### src/rtl/sevenseg_capture_if.sv
// Bundle of the four sampled digit buses and the published-frame handshake.
// sq_ok exists only when SEVENSEG_SQUARE_CHECK_EN is defined.
interface sevenseg_capture_if;
  logic [6:0] ss1_0;
  logic [6:0] ss1_1;
  logic [6:0] ss2_0;
  logic [6:0] ss2_1;
  logic       out_ready;
  logic       out_valid;
  logic [7:0] val1;
  logic [7:0] val2;
  logic [3:0] digit_err;
  logic [3:0] blank;
  logic       overrun;
`ifdef SEVENSEG_SQUARE_CHECK_EN
  logic       sq_ok;

  // master drives the display lines and consumes frames; slave is the capture block
  modport master (
    output ss1_0, ss1_1, ss2_0, ss2_1, out_ready,
    input  out_valid, val1, val2, digit_err, blank, overrun, sq_ok
  );

  modport slave (
    input  ss1_0, ss1_1, ss2_0, ss2_1, out_ready,
    output out_valid, val1, val2, digit_err, blank, overrun, sq_ok
  );
`else
  modport master (
    output ss1_0, ss1_1, ss2_0, ss2_1, out_ready,
    input  out_valid, val1, val2, digit_err, blank, overrun
  );

  modport slave (
    input  ss1_0, ss1_1, ss2_0, ss2_1, out_ready,
    output out_valid, val1, val2, digit_err, blank, overrun
  );
`endif
endinterface

### src/rtl/sevenseg_capture.sv
// Samples four 7-segment digit buses, waits for them to settle, decodes them back to
// two hex bytes and publishes each new frame once. Optional SEVENSEG_SQUARE_CHECK_EN adds sq_ok.
module sevenseg_capture #(
  parameter int unsigned STABLE_CYCLES  = 4,
  parameter bit          SEG_ACTIVE_LOW = 1'b0
) (
  input logic               clk,
  input logic               rst,
  sevenseg_capture_if.slave bus
);

  typedef enum logic {EMPTY, FULL} state_t;

  localparam logic [7:0] CNT_SAT    = 8'(STABLE_CYCLES);
  localparam logic [7:0] CNT_STABLE = 8'(STABLE_CYCLES - 1);

  // Returns {illegal, blank, nibble}; blank and illegal patterns decode to nibble 0
  function automatic logic [5:0] decode_seg(input logic [6:0] p);
    logic [5:0] r;
    r = 6'b10_0000;
    case (p)
      7'h3F:   r = {2'b00, 4'h0};
      7'h06:   r = {2'b00, 4'h1};
      7'h5B:   r = {2'b00, 4'h2};
      7'h4F:   r = {2'b00, 4'h3};
      7'h66:   r = {2'b00, 4'h4};
      7'h6D:   r = {2'b00, 4'h5};
      7'h7D:   r = {2'b00, 4'h6};
      7'h07:   r = {2'b00, 4'h7};
      7'h7F:   r = {2'b00, 4'h8};
      7'h6F:   r = {2'b00, 4'h9};
      7'h77:   r = {2'b00, 4'hA};
      7'h7C:   r = {2'b00, 4'hB};
      7'h39:   r = {2'b00, 4'hC};
      7'h5E:   r = {2'b00, 4'hD};
      7'h79:   r = {2'b00, 4'hE};
      7'h71:   r = {2'b00, 4'hF};
      7'h00:   r = 6'b01_0000;
      default: r = 6'b10_0000;
    endcase
    return r;
  endfunction

  logic [27:0] s_in;
  logic [27:0] s_q;
  logic [27:0] s_prev;
  logic [27:0] last_word;
  logic [7:0]  cnt;
  logic        have_pub;
  state_t      state;

  logic [5:0]  d10, d11, d20, d21;
  logic [7:0]  next_val1;
  logic [7:0]  next_val2;
  logic [3:0]  next_err;
  logic [3:0]  next_blank;
  logic        stable;
  logic        publish;

  logic        out_valid_q;
  logic [7:0]  val1_q;
  logic [7:0]  val2_q;
  logic [3:0]  digit_err_q;
  logic [3:0]  blank_q;
  logic        overrun_q;

  assign s_in = SEG_ACTIVE_LOW ? ~{bus.ss2_1, bus.ss2_0, bus.ss1_1, bus.ss1_0}
                               :  {bus.ss2_1, bus.ss2_0, bus.ss1_1, bus.ss1_0};

  assign d10 = decode_seg(s_q[6:0]);
  assign d11 = decode_seg(s_q[13:7]);
  assign d20 = decode_seg(s_q[20:14]);
  assign d21 = decode_seg(s_q[27:21]);

  assign next_val1  = {d11[3:0], d10[3:0]};
  assign next_val2  = {d21[3:0], d20[3:0]};
  assign next_err   = {d21[5], d20[5], d11[5], d10[5]};
  assign next_blank = {d21[4], d20[4], d11[4], d10[4]};

  // The counter saturates, so a held word is "stable" for exactly one cycle
  assign stable  = (s_q == s_prev) && (cnt == CNT_STABLE);
  assign publish = stable && (!have_pub || (s_q != last_word));

`ifdef SEVENSEG_SQUARE_CHECK_EN
  logic [15:0] square;
  logic        next_sq_ok;
  logic        sq_ok_q;

  assign square     = {8'd0, next_val1} * {8'd0, next_val1};
  assign next_sq_ok = (next_err == 4'd0) && (next_val2 == square[7:0]);

  always_ff @(posedge clk) begin
    if (rst) begin
      sq_ok_q <= 1'b0;
    end else if (publish) begin
      sq_ok_q <= next_sq_ok;
    end
  end

  assign bus.sq_ok = sq_ok_q;
`endif

  always_ff @(posedge clk) begin
    if (rst) begin
      s_q         <= '0;
      s_prev      <= '0;
      last_word   <= '0;
      cnt         <= '0;
      have_pub    <= 1'b0;
      state       <= EMPTY;
      out_valid_q <= 1'b0;
      val1_q      <= '0;
      val2_q      <= '0;
      digit_err_q <= '0;
      blank_q     <= '0;
      overrun_q   <= 1'b0;
    end else begin
      s_q    <= s_in;
      s_prev <= s_q;

      if (s_q != s_prev) begin
        cnt <= '0;
      end else if (cnt != CNT_SAT) begin
        cnt <= cnt + 8'd1;
      end

      overrun_q <= 1'b0;

      if (publish) begin
        val1_q      <= next_val1;
        val2_q      <= next_val2;
        digit_err_q <= next_err;
        blank_q     <= next_blank;
        last_word   <= s_q;
        have_pub    <= 1'b1;
      end

      // A publish into FULL without ready replaces an unread frame
      case (state)
        EMPTY: begin
          if (publish) begin
            state       <= FULL;
            out_valid_q <= 1'b1;
          end
        end
        FULL: begin
          if (publish) begin
            overrun_q <= ~bus.out_ready;
          end else if (bus.out_ready) begin
            state       <= EMPTY;
            out_valid_q <= 1'b0;
          end
        end
        default: begin
          state       <= EMPTY;
          out_valid_q <= 1'b0;
        end
      endcase
    end
  end

  assign bus.out_valid = out_valid_q;
  assign bus.val1      = val1_q;
  assign bus.val2      = val2_q;
  assign bus.digit_err = digit_err_q;
  assign bus.blank     = blank_q;
  assign bus.overrun   = overrun_q;

endmodule

### src/flat_wrapper.sv
// flat-port wrapper written by rule: the top's interface ports become plain ports
module sevenseg_capture_flat 
#(
  parameter int unsigned STABLE_CYCLES  = 4,
  parameter bit          SEG_ACTIVE_LOW = 1'b0
)
  (clk, rst, bus_ss1_0, bus_ss1_1, bus_ss2_0, bus_ss2_1, bus_out_ready, bus_out_valid, bus_val1, bus_val2, bus_digit_err, bus_blank, bus_overrun);
  sevenseg_capture_if bus_i ();
  input logic clk;
  input logic rst;
  input wire logic [$bits(bus_i.ss1_0)-1:0] bus_ss1_0;
  input wire logic [$bits(bus_i.ss1_1)-1:0] bus_ss1_1;
  input wire logic [$bits(bus_i.ss2_0)-1:0] bus_ss2_0;
  input wire logic [$bits(bus_i.ss2_1)-1:0] bus_ss2_1;
  input wire logic [$bits(bus_i.out_ready)-1:0] bus_out_ready;
  output wire logic [$bits(bus_i.out_valid)-1:0] bus_out_valid;
  output wire logic [$bits(bus_i.val1)-1:0] bus_val1;
  output wire logic [$bits(bus_i.val2)-1:0] bus_val2;
  output wire logic [$bits(bus_i.digit_err)-1:0] bus_digit_err;
  output wire logic [$bits(bus_i.blank)-1:0] bus_blank;
  output wire logic [$bits(bus_i.overrun)-1:0] bus_overrun;
  assign bus_i.ss1_0 = bus_ss1_0;
  assign bus_i.ss1_1 = bus_ss1_1;
  assign bus_i.ss2_0 = bus_ss2_0;
  assign bus_i.ss2_1 = bus_ss2_1;
  assign bus_i.out_ready = bus_out_ready;
  assign bus_out_valid = bus_i.out_valid;
  assign bus_val1 = bus_i.val1;
  assign bus_val2 = bus_i.val2;
  assign bus_digit_err = bus_i.digit_err;
  assign bus_blank = bus_i.blank;
  assign bus_overrun = bus_i.overrun;
  sevenseg_capture #(.STABLE_CYCLES(STABLE_CYCLES), .SEG_ACTIVE_LOW(SEG_ACTIVE_LOW)) u_core (.clk(clk), .rst(rst), .bus(bus_i));
endmodule
### config.mk
export PLATFORM = sky130hd
export DESIGN_NAME = sevenseg_capture_flat
export DESIGN_NICKNAME = d
export VERILOG_FILES = /design/src/rtl/sevenseg_capture_if.sv /design/src/rtl/sevenseg_capture.sv /design/src/flat_wrapper.sv
export SDC_FILE = /design/constraint.sdc
export NUM_CORES = 1
export LEC_CHECK = 0
export CORE_MARGIN = 2
export CORE_UTILIZATION = 54
export DETAILED_ROUTE_END_ITERATION = 10
export HOLD_SLACK_MARGIN = 0.08
export PLACE_DENSITY = 0.75
export SLEW_MARGIN = 20
export SYNTH_ARGS = -nofsm -noshare
export SYNTH_HDL_FRONTEND = slang
export SYNTH_SLANG_ARGS = --single-unit
### constraint.sdc
create_clock -name clk -period 2.7 [get_ports clk]
set_input_delay 0.81 -clock clk [delete_from_list [all_inputs] [get_ports clk]]
set_output_delay 0.81 -clock clk [all_outputs]
set_load 0.005 [all_outputs]
==> impl_metrics.json, run 1 <==
{
  "place_congestion": 0.8680,
  "syn_to_final_growth_pct": 19.37,
  "cts_made_buffers": 17,
  "worstHoldPathType": "reg2reg",
  "crit_type": "reg2reg",
  "ys.flop_type": "dfxtp_1",
  "grt_pass1_vias": 5353,
  "crit_arrival_ps": 2680,
  "hpwl_um": 11130,
  "worst_slew_pin_slew_ps": 663.2,
  "yosys-top-cells-count": "dfxtp_1 (120), nor2b_1 (94), clkbuf_1 (46), xnor2_1 (39)",
  "drive_gt1_share_pct": 14.63,
  "post-route-min-period_ps": 2372,
  "relSlewSlack_pct": 55.79,
  "diodes": 0,
  "critPathMaxStageDelay_ps": 440,
  "cts_setup_buffers": 0,
  "rows": 40,
  "cts_buffer_depth": 2,
  "drc": 0,
  "drv_slew": 0,
  "grt_max_degree": 61,
  "synthSimpleGateAreaFrac_pct": 29.18,
  "dieHeight_um": 115.1,
  "syn_nets": 767,
  "synth-seq-cells": 120,
  "run_status": "completed",
  "muxShareOfSynthArea_pct": 10.26,
  "ant_nets": 0,
  "num_io_pins": 57,
  "grt_pass1_wl_um": 26680,
  "placed_cell_area_sq_um": 7385,
  "cp_slowest_cell": "a2111oi_4",
  "synth_area_leaders": "dfxtp_1 (36%), nor2b_1 (8.8%), mux2_4 (5.4%)",
  "path_clk_slew_ps": 60,
  "synth_seq_area_share_pct": 36.07,
  "cp_cell_sequence": "xnor2_1 > and4_1 > nand3_1 > a2111oi_4 > buf_12 > mux2_2",
  "cts_resized": 0,
  "synthCells": 733,
  "drt_iter0_drc": 520,
  "numPortBuffers": 56,
  "cts_max_level": 4,
  "syn_area_sq_um": 6660,
  "r2r_slack_ps": 330,
  "synthArstFlopShare_pct": 0,
  "fin_crit_sh_pct": 87.86,
  "synth_top_area_share_pct": 36.07,
  "synth-adder-area-share_pct": 0.5636,
  "overflow": 0,
  "worstSetupStartpointType": "flip-flop",
  "vdd_ir_drop_max_mv": 0.2971,
  "critPathTopFamily": "simple AND/OR/NAND/NOR gates",
  "firstDrtPassIters": 6,
  "synth_area_leader_cell": "dfxtp_1",
  "cts_tree": "yes",
  "ys_warn_count": 0,
  "synth_edf_count": 0,
  "cp_num_buf_inv": 1,
  "num_vias": 5469,
  "grtUsageTotal_pct": 25.95,
  "antenna_found_initial": 0,
  "start_util_pct": 55.45,
  "holdWs_ps": 470.0,
  "finalSetupViolCount": 0,
  "die_w_um": 115.1,
  "skew_ps": 9.042,
  "drv_cap": 0,
  "yosysMostFrequentCell": "dfxtp_1",
  "avgRoutedWirePerCell_um": 17.40,
  "crit_required_ps": 3010,
  "clock-root-buffer": "clkbuf_16",
  "synth_compound_area_share_pct": 8.792,
  "clock_sinks": 120,
  "avgSynthCellArea_sq_um": 9.086,
  "synth_cell_types": 66,
  "power_density_nw_per_um2": 565.2,
  "routed_wl_um": 16230,
  "coreArea_sq_um": 12010,
  "die_area_sq_um": 13240,
  "rsz0062_at_grt": "false",
  "synth_top_family_by_area": "simple AND/OR/NAND/NOR gates",
  "critPathCaptureType": "flip-flop",
  "p_leak_nw": 3.013,
  "ctsHoldBuffers": 0,
  "clock_latency_ps": 420,
  "synthXorXnorAreaFrac_pct": 9.600,
  "critPathMaxFanout": 28,
  "vias_per_cell": 5.862,
  "finalSetupTns_ps": 0,
  "fin_nets": 810,
  "fin_area_sq_um": 7950,
  "report.final.hold_viol_count": 0,
  "timing.fmax_mhz": 421.6
}
## tightest hold or removal path, cell delays in order (launching register included)
cell and delay [ps]:
dfxtp_1 320, inv_1 50, a21oi_1 50
## stage by stage
stage / cells / setup WS [ps] / power [W] / utilization [%]
after floorplan: 733 / 476.3 / 0.002169 / -
after global placement: 904 / 426.5 / 0.002302 / 61.48
after detailed placement: 904 / 372.1 / 0.002314 / 61.48
after CTS: 933 / 347.4 / 0.004509 / 66.19
after global routing: 933 / 187.1 / 0.004655 / 66.19
final: 933 / 327.8 / 0.004493 / 66.19
## flip-flops by register name, indices dropped and copies added, names as in the netlist
| name | flops |
|---|---|
| u_core.s_prev | 28 |
| u_core.bus.val2 | 8 |
| u_core.bus.overrun | 1 |
| u_core.s_q | 28 |
| u_core.bus.digit_err | 4 |
| u_core.cnt | 8 |
| u_core.state | 1 |
| u_core.bus.blank | 4 |
| u_core.bus.val1 | 8 |
| u_core.bus.out_valid | 1 |
| u_core.have_pub | 1 |
| u_core.last_word | 28 |
## layout by cell type, fill, tap and decap left out, drive strengths merged, types with 4 or more instances in the layout
master / synthesis / layout
a31oi: 4 / 4
buf: 25 / 40
nand4: 23 / 23
nor2b: 94 / 94
nand3b: 6 / 6
nand3: 25 / 25
nand2b: 20 / 20
o22ai: 9 / 9
xnor2: 39 / 39
or4b: 4 / 4
and4: 4 / 4
nor3: 10 / 10
nor2: 34 / 34
clkbuf: 46 / 20
mux2i: 12 / 12
nor3b: 5 / 5
clkinv: 0 / 4
nor4b: 4 / 4
o21ai: 17 / 17
nand2: 26 / 26
inv: 9 / 9
o21bai: 4 / 4
dfxtp: 120 / 120
a21oi: 26 / 26
and4b: 4 / 4
nand4b: 4 / 4
mux2: 42 / 42
or4: 8 / 8
nor4: 12 / 12
or3: 6 / 6
and3: 9 / 9
clkdlybuf4s50: 0 / 55
xor2: 34 / 34
## report_power, final
group | total [W] | switching, W | leakage (nW) | internal (W)
clock | 0.00221 | 0.000778 | 0.272 | 0.00143
combinational | 0.000445 | 0.000249 | 1.76 | 0.000195
sequential | 0.00184 | 0.0000312 | 0.979 | 0.00181
## area by class of cell
class | count | area [sq um]
Inverter | 9 | 33.78
Sequential cell | 120 | 2402
Timing Repair Buffer | 95 | 875.8
Clock inverter | 9 | 128.9
Fill cell | 961 | 4061
Tap cell | 147 | 183.9
Multi-Input combinational cell | 533 | 3889
Clock buffer | 20 | 436.7
## final timing paths
path | from | to | depth (start not counted)
setup reg to reg | u_core.s_q[17]$_SDFF_PP0_ | u_core.last_word[0]$_SDFFE_PP0P_ | 6
hold reg to reg | u_core.have_pub$_SDFFE_PP0P_ | u_core.have_pub$_SDFFE_PP0P_ | 2
setup / recovery | u_core.s_q[17]$_SDFF_PP0_ | u_core.last_word[0]$_SDFFE_PP0P_ | 6
hold / removal | u_core.have_pub$_SDFFE_PP0P_ | u_core.have_pub$_SDFFE_PP0P_ | 2
## logic make-up (layout without fill, tap and decap cells)
group,Yosys count,after routing
AOI/OAI and AO/OA,88,88
xor gates and xnor gates,73,73
adders and majority gates,3,3
buffers and inverters,80,133
DFF,120,120
muxes,54,54
and+or+nand+nor,315,315
## per-layer routing
| layer | track usage (%) | up-vias | wire, um |
|---|---|---|---|
| li1 | - | 2652 | - |
| met1 | 34.19 | 2616 | 7275 |
| met2 | 42.00 | 176 | 7897 |
| met3 | 5.640 | 25 | 755 |
| met4 | 9.478 | 0 | 306 |
| met5 | 0 | - | 0 |
Note: power is estimated with default switching activity, not from simulation.
==> run 2: changes to the inputs <==
--- a/config.mk
+++ b/config.mk
@@ -5,6 +5,7 @@
 export SDC_FILE = /design/constraint.sdc
 export NUM_CORES = 1
 export LEC_CHECK = 0
+export ABC_CLOCK_PERIOD_IN_PS = 2700
 export CORE_MARGIN = 2
 export CORE_UTILIZATION = 54
 export DETAILED_ROUTE_END_ITERATION = 10
==> results of run 2 <==
Same layout as run 1: the final DEF is identical, and so are final timing and power.
==> run 3: changes to the inputs <==
--- a/config.mk
+++ b/config.mk
@@ -11,6 +11,7 @@
 export DETAILED_ROUTE_END_ITERATION = 10
 export HOLD_SLACK_MARGIN = 0.08
 export PLACE_DENSITY = 0.75
+export REMOVE_ABC_BUFFERS = 1
 export SLEW_MARGIN = 20
 export SYNTH_ARGS = -nofsm -noshare
 export SYNTH_HDL_FRONTEND = slang
==> impl_metrics.json, run 3 (same netlist as run 1, synthesis figures left out) <==
{
  "overflow": 0,
  "ant_nets": 0,
  "drv_slew": 0,
  "routed_wl_um": 15490,
  "cp.depth": 9,
  "critPathCaptureType": "flip-flop",
  "dieHeight_um": 115.1,
  "p_leak_nw": 3.067,
  "ctsHoldBuffers": 0,
  "hpwl_um": 10360,
  "crit_required_ps": 3010,
  "drc": 0,
  "r2r_slack_ps": 270,
  "run_status": "completed",
  "worst_slew_pin_slew_ps": 560.2,
  "relSlewSlack_pct": 62.65,
  "worstSetupStartpointType": "flip-flop",
  "power.total_w": 0.004809,
  "antenna_found_initial": 0,
  "cts_max_level": 4,
  "cts_tree": "yes",
  "whs_path_depth": 2,
  "skew_ps": 13.17,
  "numPortBuffers": 56,
  "start_util_pct": 55.45,
  "drive_gt1_share_pct": 15.34,
  "final_util_pct": 67.10,
  "fin_nets": 810,
  "clock_latency_ps": 430,
  "num_vias": 5382,
  "fin_crit_sh_pct": 89.89,
  "finalSetupViolCount": 0,
  "cts_made_buffers": 17,
  "crit_type": "reg2reg",
  "reg.largest.list": "u_core.last_word: 28 flops, u_core.s_prev: 28 flops, u_core.s_q: 28 flops",
  "cts_resized": 0,
  "drt_iter0_drc": 260,
  "grt_pass1_wl_um": 25670,
  "num_io_pins": 57,
  "cts_buffer_depth": 2,
  "clock-root-buffer": "clkbuf_16",
  "crit_arrival_ps": 2740,
  "report.final.hold_viol_count": 0,
  "grt_pass1_vias": 5210,
  "firstDrtPassIters": 5,
  "timing.fmax_mhz": 412.0,
  "rows": 40,
  "cp_num_buf_inv": 0,
  "die_w_um": 115.1,
  "avgRoutedWirePerCell_um": 16.55,
  "critPathTopFamily": "simple AND/OR/NAND/NOR gates",
  "rsz0062_at_grt": "false",
  "syn_to_final_growth_pct": 21.02,
  "crit_top_cell": "a21oi_1",
  "vdd_ir_drop_max_mv": 0.3449,
  "vias_per_cell": 5.750,
  "layout_commonest_cell": "dfxtp_1",
  "cp_cell_sequence": "xor2_1 > nor4_1 > nand4_1 > or2_2 > a21oi_1 > ha_1 > nor2b_1 > a21oi_1 > nor2_1",
  "grt_max_degree": 52,
  "path_clk_slew_ps": 60,
  "critPathMaxFanout": 5,
  "place_congestion": 0.8299,
  "worstHoldPathType": "reg2reg",
  "clock_sinks": 120,
  "coreArea_sq_um": 12010,
  "cp_slowest_cell": "or2_2",
  "diodes": 0,
  "grtUsageTotal_pct": 24.63,
  "reg2reg_depth": 9,
  "finalSetupTns_ps": 0,
  "post-route-min-period_ps": 2427,
  "critPathMaxStageDelay_ps": 380,
  "die_area_sq_um": 13240,
  "final_cell_mix": "dfxtp_1 (120), nor2b_1 (94), clkdlybuf4s50_1 (55)",
  "drv_cap": 0,
  "power_density_nw_per_um2": 596.6,
  "cts_setup_buffers": 0
}
## run 3: changes by cell type in the layout (fill, tap and decap cells not counted)
| cell | before | now |
|---|---|---|
| clkbuf_1 | 3 | 0 |
| clkbuf_8 | 0 | 3 |
| bufinv_16 | 3 | 5 |
| buf_12 | 2 | 3 |
| buf_4 | 38 | 37 |
| clkinvlp_4 | 2 | 3 |
## run 3: area by class of cell
class | count | area [sq um]
Multi-Input combinational cell | 533 | 3889
Fill cell | 928 | 3951
Inverter | 9 | 33.78
Clock inverter | 12 | 196.4
Timing Repair Buffer | 95 | 888.4
Tap cell | 147 | 183.9
Sequential cell | 120 | 2402
Clock buffer | 20 | 466.7
## run 3: stage by stage
stage / instance area (sq um) / setup WS (ps) / hold WS (ps) / std cells
floorplan: 6325 / -888.8 / 433.1 / 662
global placement: 7397 / 299.6 / 459.5 / 904
detailed placement: 7397 / 345.6 / 466.8 / 904
CTS: 8060 / 291.1 / 477.7 / 936
global route: 8060 / 85.84 / 498.2 / 936
finish: 8060 / 273.0 / 474.1 / 936
## run 3: path summary, 6_finish.rpt
kind,startpoint,endpoint
max,u_core.s_q[15]$_SDFF_PP0_,u_core.bus.out_valid$_SDFFE_PP0P_
min,u_core.bus.blank[2]$_SDFFE_PP0P_,u_core.bus.blank[2]$_SDFFE_PP0P_
max reg2reg,u_core.s_q[15]$_SDFF_PP0_,u_core.bus.out_valid$_SDFFE_PP0P_
min reg2reg,u_core.bus.blank[2]$_SDFFE_PP0P_,u_core.bus.blank[2]$_SDFFE_PP0P_
## run 3: where the power goes
part | total, W | switching (W) | internal [W] | leakage, nW
registers | 0.00184 | 0.0000299 | 0.00181 | 0.979
logic | 0.000436 | 0.000241 | 0.000195 | 1.77
clock network | 0.00253 | 0.000826 | 0.00171 | 0.318
## run 3: worst min-delay path: cells and delay by family (launching register included)
kind | cells | cell delay [ps]
muxes | 1 | 50
and+or+nand+nor | 1 | 60
DFF | 1 | 310
## run 3: routing by layer
| metal | track usage [%] | up-vias | share of wire (%) |
|---|---|---|---|
| met4 | 11.16 | 0 | 2.6 |
| met2 | 40.39 | 154 | 48 |
| li1 | - | 2641 | - |
| met5 | 0 | - | 0 |
| met3 | 4.850 | 30 | 4.8 |
| met1 | 31.46 | 2557 | 45 |
